`config.mk`:
```
export PLATFORM = sky130hd
export DESIGN_NAME = iomem_uart_tx_flat
export DESIGN_NICKNAME = d
export VERILOG_FILES = /design/src/rtl/iomem_uart_tx_if.sv /design/src/rtl/iomem_uart_tx.sv /design/src/flat_wrapper.sv
export SDC_FILE = /design/constraint.sdc
export NUM_CORES = 1
export LEC_CHECK = 0
export ABC_AREA = 1
export BUFFER_PORTS_ARGS = -buffer_cell sky130_fd_sc_hd__clkbuf_2
export CAP_MARGIN = 20
export CORE_ASPECT_RATIO = 1.5
export CORE_MARGIN = 1
export CORE_UTILIZATION = 52
export DETAILED_ROUTE_END_ITERATION = 6
export PLACE_DENSITY = 0.72
export RECOVER_POWER = 25
export SLEW_MARGIN = 20
export SYNTH_ARGS = -nofsm -noshare
export SYNTH_HDL_FRONTEND = slang
export SYNTH_SLANG_ARGS = --single-unit
```
`constraint.sdc`:
```
create_clock -name clk -period 7.23 [get_ports clk]
set_input_delay 0 -clock clk [delete_from_list [all_inputs] [get_ports clk]]
set_output_delay 0 -clock clk [all_outputs]
set_load 0.05 [all_outputs]
```
`src/rtl/iomem_uart_tx_if.sv`:
```
// iomem bus bundle: the SoC drives requests (master), a memory-mapped
// peripheral answers with a one-cycle ready pulse and read data (slave).
interface iomem_uart_tx_if;
  logic        valid;
  logic        ready;
  logic [31:0] addr;
  logic [31:0] wdata;
  logic [3:0]  wstrb;
  logic [31:0] rdata;

  modport master (output valid, addr, wdata, wstrb, input ready, rdata);
  modport slave  (input valid, addr, wdata, wstrb, output ready, rdata);
endinterface

```
`src/rtl/iomem_uart_tx.sv`:
```
// Memory-mapped 8N1 UART transmitter: CPU writes bytes into a small FIFO
// on the iomem bus and a divisor-timed FSM shifts them out on uart_tx.
module iomem_uart_tx #(
  parameter logic [31:0] BASE_ADDR   = 32'h0200_0000,
  parameter logic [15:0] DEFAULT_DIV = 16'd104,
  parameter int          FIFO_AW     = 3
) (
  input  logic           clk,
  input  logic           rst,
  iomem_uart_tx_if.slave bus,
  output logic           uart_tx
);
  localparam int DEPTH = 1 << FIFO_AW;
  localparam logic [FIFO_AW:0] PTR_ONE = {{FIFO_AW{1'b0}}, 1'b1};

  localparam logic [1:0] S_IDLE  = 2'd0;
  localparam logic [1:0] S_START = 2'd1;
  localparam logic [1:0] S_DATA  = 2'd2;
  localparam logic [1:0] S_STOP  = 2'd3;

  logic [7:0]       mem [DEPTH];
  logic [FIFO_AW:0] wptr, rptr, level;
  logic             full, empty;
  logic             sel, wr, data_push, accept, push, pop, bit_end, busy;
  logic [1:0]       reg_off;
  logic             ready_q, dead_q;
  logic [31:0]      rdata_q, status;
  logic [15:0]      div, div_next, cnt, period;
  logic [1:0]       state;
  logic [7:0]       shift;
  logic [2:0]       bit_idx;
  logic             unused_bits;

  assign unused_bits = ^{bus.addr[1:0], bus.wdata[31:16]};

  assign sel       = bus.valid && (bus.addr[31:4] == BASE_ADDR[31:4]);
  assign wr        = |bus.wstrb;
  assign reg_off   = bus.addr[3:2];
  assign data_push = wr && (reg_off == 2'd0) && bus.wstrb[0];
  // A push into a full FIFO simply waits; ready and dead cycles block re-acceptance.
  assign accept    = sel && !ready_q && !dead_q && !(data_push && full);
  assign push      = accept && data_push;

  assign level = wptr - rptr;
  assign empty = (wptr == rptr);
  assign full  = (wptr[FIFO_AW] != rptr[FIFO_AW]) &&
                 (wptr[FIFO_AW-1:0] == rptr[FIFO_AW-1:0]);

  assign bit_end = (cnt == 16'd0);
  assign busy    = (state != S_IDLE);
  assign pop     = !empty && ((state == S_IDLE) || ((state == S_STOP) && bit_end));

  assign div_next = {bus.wstrb[1] ? bus.wdata[15:8] : div[15:8],
                     bus.wstrb[0] ? bus.wdata[7:0]  : div[7:0]};

  always_comb begin
    status                  = '0;
    status[0]               = full;
    status[1]               = empty;
    status[2]               = busy;
    status[8 +: FIFO_AW+1]  = level;
  end

  assign bus.ready = ready_q;
  assign bus.rdata = rdata_q;

  always_ff @(posedge clk or posedge rst) begin
    if (rst) begin
      ready_q <= 1'b0;
      dead_q  <= 1'b0;
      rdata_q <= '0;
      div     <= DEFAULT_DIV;
    end else begin
      ready_q <= accept;
      dead_q  <= ready_q;
      rdata_q <= '0;
      if (accept && !wr) begin
        case (reg_off)
          2'd1:    rdata_q <= {16'h0000, div};
          2'd2:    rdata_q <= status;
          default: rdata_q <= '0;
        endcase
      end
      // A divisor below 2 cannot form a bit period, so it is clamped.
      if (accept && wr && (reg_off == 2'd1))
        div <= (div_next < 16'd2) ? 16'd2 : div_next;
    end
  end

  always_ff @(posedge clk) begin
    if (push)
      mem[wptr[FIFO_AW-1:0]] <= bus.wdata[7:0];
  end

  always_ff @(posedge clk or posedge rst) begin
    if (rst) begin
      wptr <= '0;
      rptr <= '0;
    end else begin
      if (push) wptr <= wptr + PTR_ONE;
      if (pop)  rptr <= rptr + PTR_ONE;
    end
  end

  // The divisor is captured at pop time so mid-frame DIV writes only affect later bytes.
  always_ff @(posedge clk or posedge rst) begin
    if (rst) begin
      state   <= S_IDLE;
      shift   <= '0;
      bit_idx <= '0;
      cnt     <= '0;
      period  <= DEFAULT_DIV;
      uart_tx <= 1'b1;
    end else begin
      case (state)
        S_IDLE: begin
          if (pop) begin
            shift   <= mem[rptr[FIFO_AW-1:0]];
            period  <= div;
            cnt     <= div - 16'd1;
            state   <= S_START;
            uart_tx <= 1'b0;
          end
        end
        S_START: begin
          if (bit_end) begin
            state   <= S_DATA;
            bit_idx <= '0;
            cnt     <= period - 16'd1;
            uart_tx <= shift[0];
          end else begin
            cnt <= cnt - 16'd1;
          end
        end
        S_DATA: begin
          if (bit_end) begin
            cnt <= period - 16'd1;
            if (bit_idx == 3'd7) begin
              state   <= S_STOP;
              uart_tx <= 1'b1;
            end else begin
              shift   <= shift >> 1;
              bit_idx <= bit_idx + 3'd1;
              uart_tx <= shift[1];
            end
          end else begin
            cnt <= cnt - 16'd1;
          end
        end
        default: begin
          if (bit_end) begin
            if (pop) begin
              shift   <= mem[rptr[FIFO_AW-1:0]];
              period  <= div;
              cnt     <= div - 16'd1;
              state   <= S_START;
              uart_tx <= 1'b0;
            end else begin
              state   <= S_IDLE;
              uart_tx <= 1'b1;
            end
          end else begin
            cnt <= cnt - 16'd1;
          end
        end
      endcase
    end
  end
endmodule

```
`src/flat_wrapper.sv`:
```
// flat-port wrapper written by rule: the top's interface ports become plain ports
module iomem_uart_tx_flat 
#(
  parameter logic [31:0] BASE_ADDR   = 32'h0200_0000,
  parameter logic [15:0] DEFAULT_DIV = 16'd104,
  parameter int          FIFO_AW     = 3
)
  (clk, rst, uart_tx, bus_valid, bus_addr, bus_wdata, bus_wstrb, bus_ready, bus_rdata);
  iomem_uart_tx_if bus_i ();
  input  logic clk;
  input  logic rst;
  output logic uart_tx;
  input wire logic [$bits(bus_i.valid)-1:0] bus_valid;
  input wire logic [$bits(bus_i.addr)-1:0] bus_addr;
  input wire logic [$bits(bus_i.wdata)-1:0] bus_wdata;
  input wire logic [$bits(bus_i.wstrb)-1:0] bus_wstrb;
  output wire logic [$bits(bus_i.ready)-1:0] bus_ready;
  output wire logic [$bits(bus_i.rdata)-1:0] bus_rdata;
  assign bus_i.valid = bus_valid;
  assign bus_i.addr = bus_addr;
  assign bus_i.wdata = bus_wdata;
  assign bus_i.wstrb = bus_wstrb;
  assign bus_ready = bus_i.ready;
  assign bus_rdata = bus_i.rdata;
  iomem_uart_tx #(.BASE_ADDR(BASE_ADDR), .DEFAULT_DIV(DEFAULT_DIV), .FIFO_AW(FIFO_AW)) u_core (.clk(clk), .rst(rst), .bus(bus_i), .uart_tx(uart_tx));
endmodule
```
==> summary.md <==
| Metric | Value |
|---|---|
| Final wirelength | 23.2 mm |
| Unrepaired setup endpoints after global routing | false |
| DRT Pass-1 Iters | 5 |
| Critical path's slowest cell | nor2_1 |
| Final worst slack | 3.98 ns |
| Hold_sp | bus_wstrb[3] |
| Global-route wire length before repair | 37.3 mm |
| Core area | 16800 um2 |
| Die H | 163 um |
| Cells after Synth | 1207 |
| Syn avg cell area | 7.42 um2 |
| Io pins | 105 |
| Slew headroom | 0.413 |
| Fillers | 1583 |
| Slew @ Worst Pin | 0.880 ns |
| Crit path launch type | flop |
| Root Driver | clkbuf_16 |
| EDFF count, synth | 64 |
| Async set-reset flop share out of synthesis | 0.579 |
| Non-Filler Instances | 1506 |
| VDD IR max | 0.141 mV |
| Tot Pwr | 1.90 mW |
| IO buf count | 70 |
| Distinct cells, synth | 40 |
| Total track usage | 0.281 |
| DP Area | 9390 um2 |
| WHS | 0.0407 ns |
| Commonest non-fill, non-tap cells in the layout | nand2_1, nand3_1, inv_1 |
| FMAX | 0.308 GHz |
| Hold crit path type | in2reg |
| Chip width | 109 um |
| RR Endpoint | u_core.mem[6][0]$_DFFE_PP_ |
| Initial core utilization | 0.532 |
| Final net count | 1373 |
| Multi-input gate area | 4050 um2 |
| Initial antenna violation count | 0 |
| Final setup TNS | 0 ns |
| DRC | 0 |
| Vias per inst | 5.35 |
| CTS tree | yes |
| Worst path buffer plus inverter count | 1 |
| CTS max path bufs | 2 |
| Seq. cell area | 4130 um2 |
| Iter 0 DRT Violations | 636 |
| CP required | 7.28 ns |
| Wirelength per Cell | 15.4 um |
| Pwr Density | 187 nW/um2 |
| Hold Path Stages | 4 |
| Maxcap violations | 0 |
| Post-cts resize count | 0 |
| Clock slew seen by the registers of the worst setup and hold paths | 0.07 ns |
| Final worst path period share | 0.449 |
| # clock sinks | 152 |
| Worst hold endpoint | u_core.bus.rdata[10]$_DFF_PP0_ |
| WS Path Type | reg2reg |
| Critical Path AT | 3.30 ns |
| Dpl hpwl | 16.2 mm |
| Worst reg2reg path startpoint | u_core.rptr[2]$_DFFE_PP0N_ |
| Die ar. | 17800 um2 |
| Critical Path Max Stage Delay | 0.66 ns |
| #FFs+latches synth | 152 |
| H-tree depth | 4 |
| Largest net degree at the start of global routing | 78 |
| R2R cell count | 9 |
| Post-Synthesis Cell Area | 8950 um2 |
| Antenna Nets Post-Route | 0 |
| Share of layout cells above drive strength 1 | 0.0965 |
| Layout area overhead | 13.6% |
| Post-route cell area | 10200 um2 |
| Commonest non-fill, non-tap cell in the layout | nand2_1 |
| Placed insts | 1457 |
| Top_reg_cell synth | dfrtp_1 |
| Total gr overflow | 0 |
| Seq/Total Area, Yosys | 0.462 |
| Post-layout min period | 3.25 ns |
| Std cell rows | 58 |
| Slew Limit Fails | 0 |
| Cell depth of the worst setup path | 9 |
| Clk_skew | 0.0115 ns |
| Status | completed |
| Via count | 8050 |
| Final setup fails | 0 |
| Number of global-route vias before repair | 7582 |
| Family with the most delay on the worst path | simple AND/OR/NAND/NOR gates |
| Endpoints failing hold | 0 |
| Synth warnings | 0 |
| CP endpoint kind | flop |
| Post-layout util | 0.604 |
| Ant. Diodes | 0 |
| Cts bufs inserted | 17 |
| Leakage power figure | 4.77 nW |
| CP cell instances | inv_1 > ha_1 > nand2_1 > nor2_1 > nand3_1 > nand2_1 > nor2_1 > nand2_1 > nor2_1 |
| Routability cong. | 0.896 |
| Critical Path Fanout Max | 11 |
| Reg2Reg Setup Slack | 3.98 ns |
| Worst skew pair latency | 0.43 ns |
| Dpl ws | 3.80 ns |
kinds of logic after synthesis:
kind of cell    Yosys count  share of synthesized area
simple gates            720                      0.336
buf+inv                 197                     0.0941
flops                   152                      0.462
compound gates           98                     0.0611
fa+ha+maj                19                     0.0274
xor+xnor                 19                     0.0186
other cells               1                   0.000419
mux                       1                    0.00112
report_power, final:
group	internal, mW	switching [mW]	total [mW]
registers	0.900	0.00000000308	0.900
clock network	0.523	0.397	0.921
logic	0.0239	0.0582	0.0820
total	1.45	0.455	1.90
synthesized netlist by cell type, drive strengths merged, types with 2 or more instances:
cell	count	area, um2
xnor2	3	26.3
nand3b	5	37.5
nand3	152	761
edfxtp	64	1920
buf	37	241
a21oi	25	148
inv	142	533
xor2	16	140
clkbuf	17	63.8
nor2	141	547
a22oi	2	15.0
o21a	3	22.5
nor3	18	90.1
nand4	11	68.8
nand2	393	1500
ha	18	225
dfrtp	81	2030
dfstp	7	184
o21ai	59	299
o22ai	4	25.0
layer usage:
metal | vias to the layer above | track usage | routed length, um
li1 | 3994 | - | -
met1 | 3810 | 0.314 | 8970
met2 | 197 | 0.521 | 12500
met3 | 49 | 0.0456 | 962
met4 | 0 | 0.104 | 758
met5 | - | 0 | 0
area by class of cell:
class / instances / area share
clock buffer: 17 / 0.0418
clock inverter: 15 / 0.0182
inverter: 143 / 0.0529
multi-input combinational: 873 / 0.398
sequential: 152 / 0.406
tap: 210 / 0.0258
timing repair buffer: 96 / 0.0568
sequential cells by signal, indices dropped and copies added, names as in the netlist, 4 cells and up:
signal / count
u_core.wptr: 4
u_core.div: 16
u_core.period: 16
u_core.rptr: 4
u_core.bus.rdata: 16
u_core.shift: 8
u_core.mem: 64
u_core.cnt: 16
worst max-delay path by stage:
stage,startpoint,endpoint
floorplan,u_core.rptr[1]$_DFFE_PP0N_,u_core.mem[0][0]$_DFFE_PP_
global placement,u_core.rptr[2]$_DFFE_PP0N_,u_core.mem[2][3]$_DFFE_PP_
detailed placement,u_core.rptr[2]$_DFFE_PP0N_,u_core.mem[5][0]$_DFFE_PP_
CTS,u_core.rptr[2]$_DFFE_PP0N_,u_core.mem[5][0]$_DFFE_PP_
global route,u_core.rptr[2]$_DFFE_PP0N_,u_core.mem[6][0]$_DFFE_PP_
finish,u_core.rptr[2]$_DFFE_PP0N_,u_core.mem[6][0]$_DFFE_PP_
repair_timing:
action	CTS	global route
hold endpoints to repair	83	0
hold buffers	17	0
setup endpoints to repair	0	0
setup buffers	0	0
tightest hold or removal path, stage by stage:
cell and delay, ns:
clkbuf_2 0.08, nor2_1 0.06, nand4_1 0.24, nor2_1 0.06
No activity file was read; power rests on OpenSTA's default activity.
